`src/rtl/apb_i2c_master_v2_if.sv`:
```
// APB bus bundle for apb_i2c_master_v2.
// master drives sel/enable/write/addr/wdata; slave returns rdata/ready/slverr.
interface apb_i2c_master_v2_if #(
  parameter int ADDR_W = 32,
  parameter int DATA_W = 32
);
  logic              apb_sel;
  logic              apb_enable;
  logic              apb_write;
  logic [ADDR_W-1:0] apb_addr;
  logic [DATA_W-1:0] apb_wdata;
  logic [DATA_W-1:0] apb_rdata;
  logic              apb_ready;
  logic              apb_slverr;

  modport master (
    output apb_sel, apb_enable, apb_write,
    output apb_addr, apb_wdata,
    input  apb_rdata, apb_ready, apb_slverr
  );

  modport slave (
    input  apb_sel, apb_enable, apb_write,
    input  apb_addr, apb_wdata,
    output apb_rdata, apb_ready, apb_slverr
  );
endinterface

```
`src/rtl/apb_i2c_master_v2.sv`:
```
// APB-programmed I2C write master with a TX byte FIFO.
// Ports: clk, rst_n, apb (slave modport), scl, sda_o/sda_oe/sda_i.
module apb_i2c_master_v2 #(
  parameter int ADDR_W     = 32,
  parameter int DATA_W     = 32,
  parameter int FIFO_DEPTH = 8,
  parameter int DIV_RST    = 24
) (
  input  logic               clk,
  input  logic               rst_n,
  apb_i2c_master_v2_if.slave apb,
  output logic               scl,
  output logic               sda_o,
  output logic               sda_oe,
  input  logic               sda_i
);
  localparam int AW = $clog2(FIFO_DEPTH);
  localparam int LW = AW + 1;

  typedef enum logic [2:0] {
    S_IDLE, S_START, S_ADDR, S_ADDR_ACK,
    S_DATA, S_DATA_ACK, S_STOP
  } st_t;

  logic [ADDR_W-1:0] w_addr;
  logic [DATA_W-1:0] w_wdata;
  logic [4:0]        w_off;
  logic              w_acc, w_wr, w_rd;
  logic              w_hit_ctrl, w_hit_stat;
  logic              w_hit_saddr, w_hit_tx;
  logic              w_hit_div, w_map;
  logic              w_unused;

  logic              r_en;
  logic [6:0]        r_saddr;
  logic [15:0]       r_div;
  logic              r_nack;

  logic [7:0]        r_mem [FIFO_DEPTH];
  logic [AW-1:0]     r_wp, r_rp;
  logic [LW-1:0]     r_lvl;
  logic              w_full, w_empty;
  logic              w_push_req, w_push;
  logic              w_pop, w_flush;
  logic              w_set_nack;
  logic [7:0]        w_head;

  st_t               r_st, n_st;
  logic [1:0]        r_q, n_q;
  logic [2:0]        r_bit, n_bit;
  logic [7:0]        r_sh, n_sh;
  logic              r_ack, n_ack;
  logic              r_scl, n_scl;
  logic              r_sdo, n_sdo;
  logic              r_soe, n_soe;
  logic [15:0]       r_cnt, r_div_q;
  logic              w_tick, w_busy;

  logic              w_start_req, w_start_ok;
  logic [DATA_W-1:0] w_status, w_rdata;

  assign w_addr   = apb.apb_addr;
  assign w_wdata  = apb.apb_wdata;
  assign w_off    = w_addr[4:0];
  assign w_unused = ^{w_addr, w_wdata};

  assign w_acc = apb.apb_sel & apb.apb_enable;
  assign w_wr  = w_acc & apb.apb_write;
  assign w_rd  = w_acc & ~apb.apb_write;

  assign w_hit_ctrl  = (w_off == 5'h00);
  assign w_hit_stat  = (w_off == 5'h04);
  assign w_hit_saddr = (w_off == 5'h08);
  assign w_hit_tx    = (w_off == 5'h0C);
  assign w_hit_div   = (w_off == 5'h10);
  assign w_map = w_hit_ctrl | w_hit_stat
               | w_hit_saddr | w_hit_tx
               | w_hit_div;

  assign w_busy  = (r_st != S_IDLE);
  assign w_full  = (r_lvl == LW'(FIFO_DEPTH));
  assign w_empty = (r_lvl == '0);
  assign w_head  = r_mem[r_rp];

  // A push into a full FIFO is still taken when
  // the FSM frees a slot on the same edge.
  assign w_push_req = w_wr & w_hit_tx;
  assign w_push     = w_push_req
                    & (~w_full | w_pop);

  // START needs EN set in the same write.
  assign w_start_req = w_wr & w_hit_ctrl
                     & w_wdata[0];
  assign w_start_ok  = w_start_req & w_wdata[1]
                     & ~w_busy;

  assign w_status = DATA_W'({r_lvl, 3'b000,
                    r_nack, w_empty, w_full, w_busy});

  always_comb begin
    w_rdata = '0;
    if (w_rd) begin
      unique case (1'b1)
        w_hit_ctrl:  w_rdata = DATA_W'({r_en, 1'b0});
        w_hit_stat:  w_rdata = w_status;
        w_hit_saddr: w_rdata = DATA_W'(r_saddr);
        w_hit_div:   w_rdata = DATA_W'(r_div);
        default:     w_rdata = '0;
      endcase
    end
  end

  assign apb.apb_rdata  = w_rdata;
  assign apb.apb_ready  = w_acc;
  assign apb.apb_slverr = w_acc & (~w_map
                        | (w_push_req & w_full & ~w_pop)
                        | (w_start_req & ~w_start_ok));

  always_ff @(posedge clk or negedge rst_n) begin
    if (!rst_n) begin
      r_en    <= 1'b0;
      r_saddr <= '0;
      r_div   <= 16'(DIV_RST);
      r_nack  <= 1'b0;
    end else begin
      if (w_wr & w_hit_ctrl)  r_en    <= w_wdata[1];
      if (w_wr & w_hit_saddr) r_saddr <= w_wdata[6:0];
      if (w_wr & w_hit_div)   r_div   <= w_wdata[15:0];
      if (w_set_nack)
        r_nack <= 1'b1;
      else if (w_wr & w_hit_stat & w_wdata[3])
        r_nack <= 1'b0;
    end
  end

  always_ff @(posedge clk) begin
    if (w_push) r_mem[r_wp] <= w_wdata[7:0];
  end

  always_ff @(posedge clk or negedge rst_n) begin
    if (!rst_n) begin
      r_wp  <= '0;
      r_rp  <= '0;
      r_lvl <= '0;
    end else begin
      if (w_push) r_wp <= r_wp + 1'b1;
      if (w_flush) begin
        // A byte pushed on the flush edge survives.
        r_rp  <= r_wp;
        r_lvl <= LW'(w_push);
      end else begin
        if (w_pop) r_rp <= r_rp + 1'b1;
        r_lvl <= r_lvl + LW'(w_push) - LW'(w_pop);
      end
    end
  end

  // Each bit spans four quarters: q0/q1 SCL low,
  // q2/q3 SCL high. SDA moves on q0->q1 so it never
  // changes on an SCL edge; ACK sampled at q2->q3.
  assign w_tick = w_busy & (r_cnt == r_div_q);

  always_ff @(posedge clk or negedge rst_n) begin
    if (!rst_n) begin
      r_st    <= S_IDLE;
      r_q     <= '0;
      r_bit   <= '0;
      r_sh    <= '0;
      r_ack   <= 1'b0;
      r_scl   <= 1'b1;
      r_sdo   <= 1'b1;
      r_soe   <= 1'b0;
      r_cnt   <= '0;
      r_div_q <= 16'(DIV_RST);
    end else begin
      r_st  <= n_st;
      r_q   <= n_q;
      r_bit <= n_bit;
      r_sh  <= n_sh;
      r_ack <= n_ack;
      r_scl <= n_scl;
      r_sdo <= n_sdo;
      r_soe <= n_soe;
      if (w_start_ok) r_div_q <= r_div;
      if (!w_busy || w_tick)
        r_cnt <= '0;
      else
        r_cnt <= r_cnt + 16'd1;
    end
  end

  always_comb begin
    n_st       = r_st;
    n_q        = r_q;
    n_bit      = r_bit;
    n_sh       = r_sh;
    n_ack      = r_ack;
    n_scl      = r_scl;
    n_sdo      = r_sdo;
    n_soe      = r_soe;
    w_pop      = 1'b0;
    w_flush    = 1'b0;
    w_set_nack = 1'b0;
    if (r_st == S_IDLE) begin
      if (w_start_ok) begin
        n_st  = S_START;
        n_q   = 2'd0;
        n_bit = 3'd0;
        n_sh  = {r_saddr, 1'b0};
        n_scl = 1'b1;
        n_sdo = 1'b1;
        n_soe = 1'b1;
      end
    end else if (w_tick) begin
      n_q = r_q + 2'd1;
      case (r_st)
        S_START: begin
          if (r_q == 2'd1) n_sdo = 1'b0;
          if (r_q == 2'd2) n_scl = 1'b0;
          if (r_q == 2'd3) n_st  = S_ADDR;
        end
        S_ADDR, S_DATA: begin
          if (r_q == 2'd0) begin
            n_sdo = r_sh[7];
            n_soe = 1'b1;
          end
          if (r_q == 2'd1) n_scl = 1'b1;
          if (r_q == 2'd3) begin
            n_scl = 1'b0;
            n_sh  = {r_sh[6:0], 1'b0};
            n_bit = r_bit + 3'd1;
            if (r_bit == 3'd7)
              n_st = (r_st == S_ADDR) ? S_ADDR_ACK
                                      : S_DATA_ACK;
          end
        end
        S_ADDR_ACK, S_DATA_ACK: begin
          if (r_q == 2'd0) n_soe = 1'b0;
          if (r_q == 2'd1) n_scl = 1'b1;
          if (r_q == 2'd2) n_ack = sda_i;
          if (r_q == 2'd3) begin
            n_scl = 1'b0;
            if (r_ack) begin
              w_set_nack = 1'b1;
              w_flush    = 1'b1;
              n_st       = S_STOP;
            end else if (r_en && !w_empty) begin
              w_pop = 1'b1;
              n_sh  = w_head;
              n_st  = S_DATA;
            end else begin
              n_st = S_STOP;
            end
          end
        end
        S_STOP: begin
          if (r_q == 2'd0) begin
            n_sdo = 1'b0;
            n_soe = 1'b1;
          end
          if (r_q == 2'd1) n_scl = 1'b1;
          if (r_q == 2'd2) begin
            n_sdo = 1'b1;
            n_soe = 1'b0;
          end
          if (r_q == 2'd3) n_st = S_IDLE;
        end
        default: n_st = S_IDLE;
      endcase
    end
  end

  assign scl    = r_scl;
  assign sda_o  = r_sdo;
  assign sda_oe = r_soe;
endmodule

```
`src/flat_wrapper.sv`:
```
// flat-port wrapper written by rule: the top's interface ports become plain ports
module apb_i2c_master_v2_flat 
#(
  parameter int ADDR_W     = 32,
  parameter int DATA_W     = 32,
  parameter int FIFO_DEPTH = 8,
  parameter int DIV_RST    = 24
)
  (clk, rst_n, scl, sda_o, sda_oe, sda_i, apb_apb_sel, apb_apb_enable, apb_apb_write, apb_apb_addr, apb_apb_wdata, apb_apb_rdata, apb_apb_ready, apb_apb_slverr);
  apb_i2c_master_v2_if #(.ADDR_W(ADDR_W), .DATA_W(DATA_W)) apb_i ();
  input  logic clk;
  input  logic rst_n;
  output logic scl;
  output logic sda_o;
  output logic sda_oe;
  input  logic sda_i;
  input wire logic [$bits(apb_i.apb_sel)-1:0] apb_apb_sel;
  input wire logic [$bits(apb_i.apb_enable)-1:0] apb_apb_enable;
  input wire logic [$bits(apb_i.apb_write)-1:0] apb_apb_write;
  input wire logic [$bits(apb_i.apb_addr)-1:0] apb_apb_addr;
  input wire logic [$bits(apb_i.apb_wdata)-1:0] apb_apb_wdata;
  output wire logic [$bits(apb_i.apb_rdata)-1:0] apb_apb_rdata;
  output wire logic [$bits(apb_i.apb_ready)-1:0] apb_apb_ready;
  output wire logic [$bits(apb_i.apb_slverr)-1:0] apb_apb_slverr;
  assign apb_i.apb_sel = apb_apb_sel;
  assign apb_i.apb_enable = apb_apb_enable;
  assign apb_i.apb_write = apb_apb_write;
  assign apb_i.apb_addr = apb_apb_addr;
  assign apb_i.apb_wdata = apb_apb_wdata;
  assign apb_apb_rdata = apb_i.apb_rdata;
  assign apb_apb_ready = apb_i.apb_ready;
  assign apb_apb_slverr = apb_i.apb_slverr;
  apb_i2c_master_v2 #(.ADDR_W(ADDR_W), .DATA_W(DATA_W), .FIFO_DEPTH(FIFO_DEPTH), .DIV_RST(DIV_RST)) u_core (.clk(clk), .rst_n(rst_n), .apb(apb_i), .scl(scl), .sda_o(sda_o), .sda_oe(sda_oe), .sda_i(sda_i));
endmodule
```
`config.mk`:
```
export PLATFORM = sky130hd
export DESIGN_NAME = apb_i2c_master_v2_flat
export DESIGN_NICKNAME = d
export VERILOG_FILES = /design/src/rtl/apb_i2c_master_v2_if.sv /design/src/rtl/apb_i2c_master_v2.sv /design/src/flat_wrapper.sv
export SDC_FILE = /design/constraint.sdc
export NUM_CORES = 1
export LEC_CHECK = 0
export CAP_MARGIN = 5
export CORE_MARGIN = 4
export CORE_UTILIZATION = 49
export CTS_CLUSTER_SIZE = 20
export DETAILED_ROUTE_END_ITERATION = 7
export GPL_TIMING_DRIVEN = 0
export PLACE_DENSITY = 0.76
export SLEW_MARGIN = 20
export SYNTH_ARGS = -nofsm -noshare
export SYNTH_HDL_FRONTEND = slang
export SYNTH_SLANG_ARGS = --single-unit
```
`constraint.sdc`:
```
create_clock -name clk -period 3 [get_ports clk]
set_input_delay 0.3 -clock clk [delete_from_list [all_inputs] [get_ports clk]]
set_output_delay 0.3 -clock clk [all_outputs]
set_load 0.01 [all_outputs]
```
# After elaboration in Yosys (flattened, before gate mapping)
# Memories as Yosys holds them, arrays and structs flattened.
# Cells that the tools add are included.
# word_totals
n_memories	1
word_cells	183
mem_bits_rw	64
inputBits	70
regBits	87
# op_classes
bitwise_logic	32
reduce_logical	29
n_addsub	7
mux	68
n_eq_ne	29
# memory_table
name	words	word_bits	rd	rd_clocked_by_memory_dff	write_ports	line_no	text
u_core.r_mem	8	8	1	0	1	apb_i2c_master_v2.sv:39	logic [7:0] r_mem [FIFO_DEPTH];
# op_table
operator	n
$pmux 16 s4	1
$mux 8	7
$mux 3	17
$mux 16	2
$mux 1	31
$ne 3x1->1 const B	10
$and 1x1->1	18
$add 16x1->16 const B	1
$eq 16x16->1	1
$pmux 8 s2	1
$reduce_and 4->1	4
$reduce_and 7->1	2
$eq 3x3->1 const B	4
$pmux 3 s4	1
$reduce_bool 4->1	3
$eq 5x4->1 const B	2
$reduce_bool 2->1	5
$add 3x1->3 const B	3
$pmux 1 s3	3
$mux 2	4
$not 1->1	7
$or 1x1->1	7
$eq 3x2->1 const B	2
$reduce_and 6->1	1
24 further kinds	28

# Longest topological paths before layout
# logic_depth
ltp_word	14
mapped_depth	13

# Least setup slack after synthesis
# Ideal clock, no wire load.
# synth_path
kind	register to register
startpoint	reg u_core.r_cnt[11]
endpoint	mem u_core.r_mem[6][0] (enable)
period_less_slack_ps	2834
arrival_ps	2436
stages_incl_launch_ff	8
slack_ps	166
required_time_ps	2602
n_path_buf	2
cell_sequence	dfrtp_1 xor2_1 nor4_2 and4_1 buf_2 a21oi_1 buf_2 nor4b_1
# synth_between
elab_chain_cells	8
# synth_rtl
element	line_no	text
start, declared	apb_i2c_master_v2.sv:56	logic [15:0] r_cnt, r_div_q;
start signal, assigned	apb_i2c_master_v2.sv:188	r_cnt <= r_cnt + 16'd1;
$eq 16x16->1	apb_i2c_master_v2.sv:161	assign w_tick = w_busy & (r_cnt == r_div_q);
$and 1x1->1	apb_i2c_master_v2.sv:161	
$mux 1	apb_i2c_master_v2.sv:214	end else if (w_tick) begin
$mux 1	apb_i2c_master_v2.sv:204	if (r_st == S_IDLE) begin
$or 1x1->1	apb_i2c_master_v2.sv:89	& (~w_full | w_pop);
$and 1x1->1	apb_i2c_master_v2.sv:89	
$mux 1	apb_i2c_master_v2.sv:137	if (w_push) r_mem[r_wp] <= w_wdata[7:0];
$mux 1 (implied by the code)	apb_i2c_master_v2.sv:137	
end, declared	apb_i2c_master_v2.sv:39	
# Every way passes these cells.

# Worst setup path after layout
# layout_path
startpoint	reg u_core.r_st[1]
endpoint	out apb_apb_rdata[0]
# layout_between
elab_chain_cells	3
# layout_rtl
element	line_no	text
start, declared	apb_i2c_master_v2.sv:48	st_t r_st, n_st;
start signal, assigned	apb_i2c_master_v2.sv:176	r_st <= n_st;
$reduce_bool 3->1	apb_i2c_master_v2.sv:80	assign w_busy = (r_st != S_IDLE);
$pmux 16 s4	apb_i2c_master_v2.sv:103	unique case (1'b1)
$mux 16	apb_i2c_master_v2.sv:102	if (w_rd) begin
end, declared	flat_wrapper.sv:22	output wire logic [$bits(apb_i.apb_rdata)-1:0] apb_apb_rdata;
# Every way passes these cells.

==> metrics.md <==
| Metric | Value |
|---|---|
| Run status | complete, no violations |
| Startpoint class of the critical path | register |
| Maximum vdd drop | 0.370 mV |
| Number of different library cells in the post-synthesis netlist | 56 |
| Vias in the first global route | 5331 |
| Startpoint of the most critical register-to-register path | u_core.r_st[1] |
| Post-synth top cells | 81 x dfrtp_1, 64 x edfxtp_1, 56 x nand2_1 |
| Total die area | 17000 um^2 |
| TritonCTS clock tree | done |
| Type of the worst min-delay path | in -> async |
| Top-level I/O count | 107 |
| Net count reported at finish | 775 |
| Setup violation total in the final timing report | 0 |
| Top cells by area, synth | dfrtp_1 28%, edfxtp_1 26%, mux2_2 6.9% |
| Maximum clock insertion buffer count | 2 |
| Clock-pin slew on the worst setup and hold paths | 0.06 ns |
| Data arrival time of the critical path | 2.66 ns |
| Routability congestion estimate from global placement | 0.901 |
| CTS H-tree depth | 4 |
| End-of-flow core utilization | 60.8% |
| Pin slew with the least headroom to its limit | 0.821 ns |
| Via Count | 5296 |
| Warnings from Yosys | 0 |
| Synthesized flop and latch total | 151 |
| Worst-Skew Late Latency | 0.43 ns |
| Required time at the worst-slack endpoint | 2.70 ns |
| Worst path setup slack after routing | 0.0357 ns |
| Endpoint kind of the worst setup timing path | primary output |
| First-pass GRT wire length | 28000 um |
| Achievable clock frequency | 337 MHz |
| Static leakage | 3.71 nW |
| Share of flip-flops with an asynchronous set or reset after synthesis | 57.6% |
| Number of nets with antenna violations after detailed routing | 0 |
| Share of the clock period used by the worst path after layout | 98.8% |
| Sequential share of the synthesized area | 55.8% |
| Maximum number of pins on one net before global-route repair | 53 |
| Initial antenna violation count | 1 |
| Ant diodes | 0 |
| Number of violations reported at the end of detailed-routing iteration 0 | 553 |
| Fraction of layout cells with a size suffix above 1 | 22.6% |
| DIE WIDTH | 131 um |
| Residual overflow from global routing | 0 |
| Post-detailed-placement half-perimeter wirelength | 12600 um |
| CTS Root Buffer Type | clkbuf_16 |
| DRC violation count after routing | 0 |
| Register-to-register setup slack | 0.11 ns |
| Library cell with the highest instance count after synthesis | dfrtp_1 |
| Unrepaired setup endpoints after global routing | true |
| Post-Synthesis Cells | 602 |
| Number of enable flip-flop cells after synthesis | 64 |
| Min Tclk post-route | 2.96 ns |
| Top cell type by total area after synthesis | dfrtp_1 |
| Vias per Instance | 5.98 |
| Num rows | 44 |
| Mapped Avg Cell Area | 12.2 um^2 |
| Number of I/O port buffers | 47 |
| Die H | 131 um |
| Reported max-cap violation count | 0 |
| Maximum fanout along the worst path | 10 |
| Final-report max-slew violation count | 0 |
| DR pass1 iterations | 5 |
| TritonCTS buffer count | 17 |
| Syn-to-layout area delta | 20.9% |
| Post-DR wirelength/cell | 19.9 um |
| GRT Overall Usage | 21.6% |
| Worst Clk Skew | 0.00756 ns |
| Routed WL | 17600 um |
| Max_slew headroom | 45.0% |
| Pre-CTS WS | -0.448 ns |
| Pwr Density | 591 nW/um^2 |
| Number of endpoints with negative hold slack in the final report | 0 |
| Total negative setup slack | 0 ns |
| Cell depth of the worst flop-to-flop path | 8 |
| Primary FF master, synth | dfrtp_1 |
| Post-synthesis instance area | 7360 um^2 |
| Reg-to-Reg End | u_core.r_mem[6][7] |
| Post-synth top area share | 27.5% |
| Critical path class | reg -> out |
| TritonCTS sink count | 151 |
| Floorplan core area | 14600 um^2 |
| Initial standard-cell utilization of the core | 50.3% |
==> layout make-up <==
cell class	count	area [um^2]
fill	1138	5750
tap	184	230
inverter	26	97.6
sequential	151	4110
clock inverter	13	146
timing repair buffer	56	564
buffer	40	238
clock buffer	19	433
multi-input combinational	397	3080
==> timing repair <==
action / CTS / global route
endpoints found under the setup margin: 20 / 51
gates resized for setup: 17 / 10
endpoints found under the hold margin: 33 / 0
buffers inserted: 3 / 0
pin swaps: 3 / 3
cloned: 0 / 0
hold buffers: 1 / 0
==> kinds of logic (layout without fill, tap and decap cells) <==
group	count (synthesis)	after routing	synth area share (%)
and+or+nand+nor	176	176	12.0
DFF	151	151	55.8
AOI/OAI and AO/OA	88	88	8.23
buffers and inverters	69	154	4.49
muxes	66	66	12.5
xor gates and xnor gates	35	35	4.16
adders and majority gates	16	16	2.82
other	1	16	0.0509
==> registers in the layout (all words and copies together) (netlist names), named ones only <==
register,count
u_core.sda_o,1
u_core.r_lvl,4
u_core.sda_oe,1
u_core.r_sh,8
u_core.r_nack,1
u_core.r_q,2
u_core.r_mem,64
u_core.r_div_q,16
u_core.r_bit,3
u_core.r_wp,3
u_core.r_st,2
u_core.r_saddr,7
u_core.r_en,1
u_core.r_div,16
u_core.scl,1
u_core.r_rp,3
u_core.r_ack,1
u_core.r_cnt,16
==> routing by layer <==
metal,GRT usage (%),wire length (um),up-vias
li1,-,-,2349
met1,29.5,7150,2619
met3,4.35,1510,46
met4,10.4,542,0
met2,33.5,8390,282
met5,0,0,-
==> critical path, stage by stage, from the launching register on <==
cell and delay [ns]:
dfrtp_1 0.38, buf_2 0.19, nor2_1 0.20, nand2_2 0.18
clkbuf_2 0.25, a222oi_1 0.38, nor2_1 0.13, clkdlybuf4s50_1 0.51
==> report_power, final <==
part           switching (W)  internal, W
clock               0.000875      0.00123
combinational       0.000416     0.000327
sequential          0.000104      0.00230
==> cell usage in the layout (no fill, tap or decap), types with 15 or more instances in the layout <==
cell type / Yosys / routed
dfrtp_1: 81 / 80
edfxtp_1: 64 / 64
nand2_1: 56 / 55
mux2_2: 45 / 45
clkdlybuf4s50_1: 0 / 42
nor2_1: 39 / 38
inv_1: 26 / 26
buf_4: 16 / 25
o21ai_0: 25 / 25
xor2_1: 22 / 22
nand3_1: 19 / 19
clkbuf_16: 0 / 17
mux4_2: 16 / 16
conb_1: 1 / 16
ha_1: 15 / 15
==> worst max path at each step <==
stage | from | to | slack [ns] | depth (start not counted)
CTS | u_core.r_cnt[11] | apb_apb_slverr | 0.0004 | 7
finish | u_core.r_st[1] | apb_apb_rdata[0] | 0.04 | 7
global placement | rst_n | u_core.r_lvl[0] | -1.45 | 1
floorplan | u_core.r_cnt[11] | u_core.r_mem[6][0] | 0.17 | 7
detailed placement | u_core.r_lvl[2] | u_core.r_lvl[1] | -0.45 | 11
global route | u_core.r_st[1] | u_core.r_mem[6][1] | -0.05 | 8
==> stage by stage <==
stage          hold slack [ns]  area (um^2)  total power [W]  std cells
2_1_floorplan          0.00441         7420          0.00287        617
4_1_cts                  0.380         8880          0.00527        887
5_1_grt                  0.427         8900          0.00546        886
3_5_place_dp             0.293         8220          0.00315        853
6_report                 0.372         8900          0.00526        886
3_3_place_gp             0.465         8120          0.00310        848
Power figures use the tool's default switching activity.
